$ cat config.mk
export PLATFORM = sky130hd
export DESIGN_NAME = fbcpu_mem_responder_flat
export DESIGN_NICKNAME = d
export VERILOG_FILES = /design/src/rtl/fbcpu_mem_responder_if.sv /design/src/rtl/fbcpu_mem_responder.sv /design/src/flat_wrapper.sv
export SDC_FILE = /design/constraint.sdc
export NUM_CORES = 1
export LEC_CHECK = 0
export CAP_MARGIN = 20
export CORE_UTILIZATION = 33
export CTS_CLUSTER_DIAMETER = 80
export DETAILED_ROUTE_END_ITERATION = 7
export GPL_TIMING_DRIVEN = 0
export SYNTH_ARGS = -nofsm -noshare
export SYNTH_HDL_FRONTEND = slang
export SYNTH_SLANG_ARGS = --single-unit
$ cat constraint.sdc
create_clock -name clk -period 7.51 [get_ports clk]
set_input_delay 2.253 -clock clk [delete_from_list [all_inputs] [get_ports clk]]
set_output_delay 2.253 -clock clk [all_outputs]
set_load 0.1 [all_outputs]
$ cat src/rtl/fbcpu_mem_responder_if.sv
// CPU bus and program-download port between the FBCPU top level and its memory responder.
// master drives CPU accesses and downloads; slave is the responder.
interface fbcpu_mem_responder_if #(
  parameter int unsigned ADDRESS_WIDTH = 6,
  parameter int unsigned DATA_WIDTH    = 10
);
  logic [ADDRESS_WIDTH-1:0] MAR;
  logic [DATA_WIDTH-1:0]    MDRIn;
  logic                     RAMWr;
  logic [DATA_WIDTH-1:0]    MDROut;
  logic                     ld_start;
  logic                     ld_valid;
  logic [DATA_WIDTH-1:0]    ld_data;
  logic                     ld_last;
  logic                     ld_ready;
  logic                     cpu_hold;
  logic                     ld_done;
  logic                     ld_err;
  logic [ADDRESS_WIDTH:0]   ld_words;

  modport master (
    output MAR, MDRIn, RAMWr, ld_start, ld_valid, ld_data, ld_last,
    input  MDROut, ld_ready, cpu_hold, ld_done, ld_err, ld_words
  );

  modport slave (
    input  MAR, MDRIn, RAMWr, ld_start, ld_valid, ld_data, ld_last,
    output MDROut, ld_ready, cpu_hold, ld_done, ld_err, ld_words
  );
endinterface

$ cat src/rtl/fbcpu_mem_responder.sv
// FBCPU memory responder: synchronous RAM that wipes itself after reset and accepts program
// downloads while holding the CPU in reset.
module fbcpu_mem_responder #(
  parameter int unsigned ADDRESS_WIDTH = 6,
  parameter int unsigned DATA_WIDTH    = 10
) (
  input  logic                  clk,
  input  logic                  rst,
  fbcpu_mem_responder_if.slave  bus
);

  localparam int unsigned Depth = 2 ** ADDRESS_WIDTH;
  localparam logic [ADDRESS_WIDTH-1:0] LastAddr = ADDRESS_WIDTH'(Depth - 1);
  localparam logic [ADDRESS_WIDTH-1:0] PtrOne   = ADDRESS_WIDTH'(1);
  localparam logic [ADDRESS_WIDTH:0]   WordsOne = (ADDRESS_WIDTH + 1)'(1);

  localparam logic [1:0] StClear = 2'd0;
  localparam logic [1:0] StRun   = 2'd1;
  localparam logic [1:0] StLoad  = 2'd2;

  logic [1:0]               state_q, state_d;
  logic [ADDRESS_WIDTH-1:0] clr_ptr_q, clr_ptr_d;
  logic [ADDRESS_WIDTH-1:0] load_ptr_q, load_ptr_d;
  logic [DATA_WIDTH-1:0]    mdr_out_q, mdr_out_d;
  logic                     cpu_hold_q, cpu_hold_d;
  logic                     ld_ready_q, ld_ready_d;
  logic                     ld_done_q, ld_done_d;
  logic                     ld_err_q, ld_err_d;
  logic [ADDRESS_WIDTH:0]   ld_words_q, ld_words_d;

  logic [DATA_WIDTH-1:0]    mem_q [Depth];
  logic                     mem_we;
  logic [ADDRESS_WIDTH-1:0] mem_waddr;
  logic [DATA_WIDTH-1:0]    mem_wdata;
  logic                     accept;

  always_comb begin
    state_d    = state_q;
    clr_ptr_d  = clr_ptr_q;
    load_ptr_d = load_ptr_q;
    mdr_out_d  = '0;
    ld_done_d  = 1'b0;
    ld_err_d   = ld_err_q;
    ld_words_d = ld_words_q;
    mem_we     = 1'b0;
    mem_waddr  = bus.MAR;
    mem_wdata  = bus.MDRIn;
    accept     = (state_q == StLoad) && ld_ready_q && bus.ld_valid;

    case (state_q)
      StClear: begin
        mem_we    = 1'b1;
        mem_waddr = clr_ptr_q;
        mem_wdata = '0;
        clr_ptr_d = clr_ptr_q + PtrOne;
        if (clr_ptr_q == LastAddr) state_d = StRun;
      end
      StRun: begin
        // Read sees the pre-write contents on a same-address write.
        mdr_out_d = mem_q[bus.MAR];
        mem_we    = bus.RAMWr;
        if (bus.ld_start) begin
          state_d    = StLoad;
          load_ptr_d = '0;
          ld_words_d = '0;
          ld_err_d   = 1'b0;
        end
      end
      StLoad: begin
        if (accept) begin
          mem_we     = 1'b1;
          mem_waddr  = load_ptr_q;
          mem_wdata  = bus.ld_data;
          load_ptr_d = load_ptr_q + PtrOne;
          ld_words_d = ld_words_q + WordsOne;
          if (bus.ld_last || (load_ptr_q == LastAddr)) begin
            state_d   = StRun;
            ld_done_d = 1'b1;
            if (!bus.ld_last) ld_err_d = 1'b1;
          end
        end
      end
      default: state_d = StClear;
    endcase

    cpu_hold_d = (state_d != StRun);
    ld_ready_d = (state_d == StLoad);
  end

  always_ff @(posedge clk) begin
    if (rst) begin
      state_q    <= StClear;
      clr_ptr_q  <= '0;
      load_ptr_q <= '0;
      mdr_out_q  <= '0;
      cpu_hold_q <= 1'b1;
      ld_ready_q <= 1'b0;
      ld_done_q  <= 1'b0;
      ld_err_q   <= 1'b0;
      ld_words_q <= '0;
    end else begin
      state_q    <= state_d;
      clr_ptr_q  <= clr_ptr_d;
      load_ptr_q <= load_ptr_d;
      mdr_out_q  <= mdr_out_d;
      cpu_hold_q <= cpu_hold_d;
      ld_ready_q <= ld_ready_d;
      ld_done_q  <= ld_done_d;
      ld_err_q   <= ld_err_d;
      ld_words_q <= ld_words_d;
    end
  end

  // Array has no reset of its own; CLEAR wipes it after every reset.
  always_ff @(posedge clk) begin
    if (mem_we && !rst) mem_q[mem_waddr] <= mem_wdata;
  end

  assign bus.MDROut   = mdr_out_q;
  assign bus.cpu_hold = cpu_hold_q;
  assign bus.ld_ready = ld_ready_q;
  assign bus.ld_done  = ld_done_q;
  assign bus.ld_err   = ld_err_q;
  assign bus.ld_words = ld_words_q;

endmodule

$ cat src/flat_wrapper.sv
// flat-port wrapper written by rule: the top's interface ports become plain ports
module fbcpu_mem_responder_flat 
#(
  parameter int unsigned ADDRESS_WIDTH = 6,
  parameter int unsigned DATA_WIDTH    = 10
)
  (clk, rst, bus_MAR, bus_MDRIn, bus_RAMWr, bus_ld_start, bus_ld_valid, bus_ld_data, bus_ld_last, bus_MDROut, bus_ld_ready, bus_cpu_hold, bus_ld_done, bus_ld_err, bus_ld_words);
  fbcpu_mem_responder_if #(.ADDRESS_WIDTH(ADDRESS_WIDTH), .DATA_WIDTH(DATA_WIDTH)) bus_i ();
  input  logic clk;
  input  logic rst;
  input wire logic [$bits(bus_i.MAR)-1:0] bus_MAR;
  input wire logic [$bits(bus_i.MDRIn)-1:0] bus_MDRIn;
  input wire logic [$bits(bus_i.RAMWr)-1:0] bus_RAMWr;
  input wire logic [$bits(bus_i.ld_start)-1:0] bus_ld_start;
  input wire logic [$bits(bus_i.ld_valid)-1:0] bus_ld_valid;
  input wire logic [$bits(bus_i.ld_data)-1:0] bus_ld_data;
  input wire logic [$bits(bus_i.ld_last)-1:0] bus_ld_last;
  output wire logic [$bits(bus_i.MDROut)-1:0] bus_MDROut;
  output wire logic [$bits(bus_i.ld_ready)-1:0] bus_ld_ready;
  output wire logic [$bits(bus_i.cpu_hold)-1:0] bus_cpu_hold;
  output wire logic [$bits(bus_i.ld_done)-1:0] bus_ld_done;
  output wire logic [$bits(bus_i.ld_err)-1:0] bus_ld_err;
  output wire logic [$bits(bus_i.ld_words)-1:0] bus_ld_words;
  assign bus_i.MAR = bus_MAR;
  assign bus_i.MDRIn = bus_MDRIn;
  assign bus_i.RAMWr = bus_RAMWr;
  assign bus_i.ld_start = bus_ld_start;
  assign bus_i.ld_valid = bus_ld_valid;
  assign bus_i.ld_data = bus_ld_data;
  assign bus_i.ld_last = bus_ld_last;
  assign bus_MDROut = bus_i.MDROut;
  assign bus_ld_ready = bus_i.ld_ready;
  assign bus_cpu_hold = bus_i.cpu_hold;
  assign bus_ld_done = bus_i.ld_done;
  assign bus_ld_err = bus_i.ld_err;
  assign bus_ld_words = bus_i.ld_words;
  fbcpu_mem_responder #(.ADDRESS_WIDTH(ADDRESS_WIDTH), .DATA_WIDTH(DATA_WIDTH)) u_core (.clk(clk), .rst(rst), .bus(bus_i));
endmodule
==> flow_summary.yaml <==
synthesis:
  synth-compound-area-share_pct: 3.34
  synth.most_common_cell: "edfxtp_1"
  synth-edff-count: 640
  synth_fa_ha_area_share_pct: 0.143
  ys.flop_type: "edfxtp_1"
  synth-simple-area-share_pct: 4.20
  yosys-top-cells-count: "640 x edfxtp_1, 160 x mux4_2, 97 x nor2_1, 59 x nand2_1, 35 x dfxtp_1"
  yosys.area.top_type: "edfxtp_1"
  yosysSeqAreaShare_pct: 75.7
  synth_seq_cells: 675
  synth_cell_type_count: 57
  synth_top_area_share_pct: 73.1
  synth_xor_area_share_pct: 0.466
  synth.area.mux_share_pct: 14.7
  async_flop_share_pct: 0
  synthCells: 1316
  postSynthAreaPerCell_um2: 20.0
  synth_top_family_by_area: "multiplexers"
  syn-cell-area_um2: 26300
  synth_area_leaders: "edfxtp_1 73%, mux4_2 14%, dfxtp_1 2.7%"
  synth_warnings: 0
  synth_fp_nets: 1351
power_and_ir_drop:
  power.density_nw_per_um2: 251
  peakVddDrop_mv: 0.145
  leakagePower_nw: 10.1
  power_w: 0.00772
floorplan:
  die_height_um: 284
  ioPinCount: 53
  initial_core_util_pct: 33.3
  die_x_um: 284
  core-area_um2: 78900
  num_rows: 103
  dieArea_um2: 80800
critical_path:
  path_cells: "buf_2 -> buf_2 -> buf_2 -> o21ai_0 -> a211oi_1 -> nand3_1 -> nor2_1"
  rr_endpoint: "u_core.mem_q[23][3]"
  required_ns: 7.72
  r2r_cells: 7
  crit_path_end_kind: "flip-flop"
  critPathArrivalTime_ns: 5.73
  cp-start-kind: "input pin"
  worst_path_most_repeated_cell: "buf_2"
  critPathKind: "in -> reg"
  worst-path-buf-inv: 3
  rr_startpoint: "u_core.state_q[1]"
  crit_path_top_delay_cell: "nor2_1"
  crit_family: "simple AND/OR/NAND/NOR gates"
  cpPeakStageDelay_ns: 1.06
  path_max_fanout: 10
  reg2reg_slack_ns: 3.83
place:
  port_buffers: 48
  dp_hpwl_um: 46700
  post-place-ws_ns: 1.52
  placedCellCount: 2431
  finalWeightedCongestion: 0.865
global_routing:
  overflow: 0
  antenna_found_initial: 1
  grt.total_usage_pct: 17.3
  grt_pass1_vias: 13800
  grt_max_degree: 49
  grt_pass1_wl_um: 99700
timing:
  fin_hold_ws_ns: 0.499
  max_slew_margin_pct: 19.5
  final_hold_viol_count: 0
  setup_violations: 0
  worst_slack_ns: 1.99
  finClkSkew_ns: 0.0281
  period_share_pct: 73.5
  fmax_ghz: 0.181
  slew_violations: 0
  finalSetupTns_ns: 0
  rsz0062_at_grt: "no"
  min_period_ns: 5.52
  worst_pin_slew_ns: 1.21
clock_tree:
  ctsResizeCount: 0
  cts_tree: "built"
  cts.htree.levels: 3
  hold_buffers: 0
  cts_setup_buffers: 0
  cts.clk_slew.worst_paths_ns: 0.06
  numCtsBuffers: 68
  clockBufferDepth: 3
  cts_root_buf: "clkbuf_16"
  cts.sinks: 675
  clkLatencyLatePin_ns: 0.62
route:
  drc_errors: 0
  drt-total-wl_um: 70100
  vias_per_cell: 5.38
  drt_iter0_markers: 1572
  drt-wirelength-per-cell_um: 27.3
  vias: 13800
  drtPass1Iterations: 5
  drtAntennaViolNets: 0
min_path:
  hold_path_startpoint: "u_core.bus.ld_words[6]"
  hold_depth: 2
  hold_path_class: "reg -> reg"
  worstHoldEndpoint: "u_core.bus.ld_words[6]"
layout:
  final_cells: 2569
  drive_gt1_share_pct: 23.9
  area_growth_pct: 16.8
  multiInputGateArea_um2: 6030
  regArea_um2: 19900
  nets: 1501
  diodes: 0
  n_fill_cell: 7107
flow_run:
  cap_viol_max_count: 0
run_status:
  outcome: "finished clean"
==> stage by stage <==
| step | cell area, um2 | util (%) |
|---|---|---|
| after floorplan | 26300 | - |
| after global placement | 28100 | 35.6 |
| after detailed placement | 28400 | 36.0 |
| after CTS | 30600 | 38.8 |
| after global routing | 30700 | 38.9 |
| final | 30700 | 38.9 |
==> registers in the layout (all words and copies together) (netlist names) <==
register             count
u_core.bus.ld_err        1
u_core.clr_ptr_q         6
u_core.bus.ld_ready      1
u_core.bus.MDROut       10
u_core.load_ptr_q        6
u_core.bus.cpu_hold      1
u_core.bus.ld_done       1
u_core.bus.ld_words      7
u_core.state_q           2
u_core.mem_q           640
==> worst max-delay path by stage <==
stage          depth (start not counted)  slack [ns]          from                   to
2_1_floorplan                          7        3.16    bus_MAR[1]  u_core.mem_q[14][0]
3_5_place_dp                           7        1.52    bus_MAR[1]  u_core.mem_q[14][9]
5_1_grt                                6        2.02    bus_MAR[1]  u_core.mem_q[60][9]
4_1_cts                                7        2.13    bus_MAR[1]  u_core.mem_q[14][2]
3_3_place_gp                           6        1.26  bus_ld_valid  u_core.mem_q[44][2]
6_report                               7        1.99    bus_MAR[1]  u_core.mem_q[14][9]
==> cells in the final DEF, fill, tap and decap left out, types with 12 or more instances in the layout <==
cell type	instances
o21ai_0	31
nand3_1	20
edfxtp_1	640
mux2i_1	27
buf_2	28
mux4_2	160
nor2_1	97
clkdlybuf4s50_1	48
nand4_1	14
nand2_1	59
dfxtp_1	35
buf_4	20
clkbuf_1	41
clkbuf_16	70
a21oi_1	17
o22ai_1	21
clkinv_2	12
==> kinds of logic (layout without fill, tap and decap cells) <==
family	Yosys count	count (layout)
adder cells (fa/ha/maj)	3	3
buffers and inverters	73	276
AO/OA/AOI/OAI	127	127
XOR/XNOR	14	14
AND/OR/NAND/NOR	237	237
flip-flops	675	675
multiplexers	187	187
==> worst register-to-register path, cell delays in order, from the launching register on <==
cell and delay, ns:
dfxtp_1 0.31, buf_4 0.14, buf_2 0.21, nand4_1 0.11, a21oi_1 0.44, o22a_1 0.30, nand4_1 0.70, nor2_1 1.09
==> report_power, final <==
part	total (W)	internal [W]	switching, W
combinational	0.000310	0.000120	0.000190
sequential	0.00407	0.00407	0.00000371
clock	0.00333	0.00191	0.00142
==> layout make-up <==
type / instances / share of cell area [%]
Buffer: 71 / 1.17
Clock buffer: 88 / 6.12
Clock inverter: 35 / 0.978
Inverter: 2 / 0.0244
Multi-Input combinational cell: 568 / 19.6
Sequential cell: 675 / 64.9
Tap cell: 1050 / 4.28
Timing Repair Buffer: 80 / 2.93
==> metal layers <==
layer | global-route usage, % | share of wire, %
met1 | 23.3 | 41
met4 | 6.75 | 3.2
met3 | 3.39 | 8.6
met5 | 0 | 0.021
met2 | 27.6 | 48
Power figures use the tool's default switching activity.
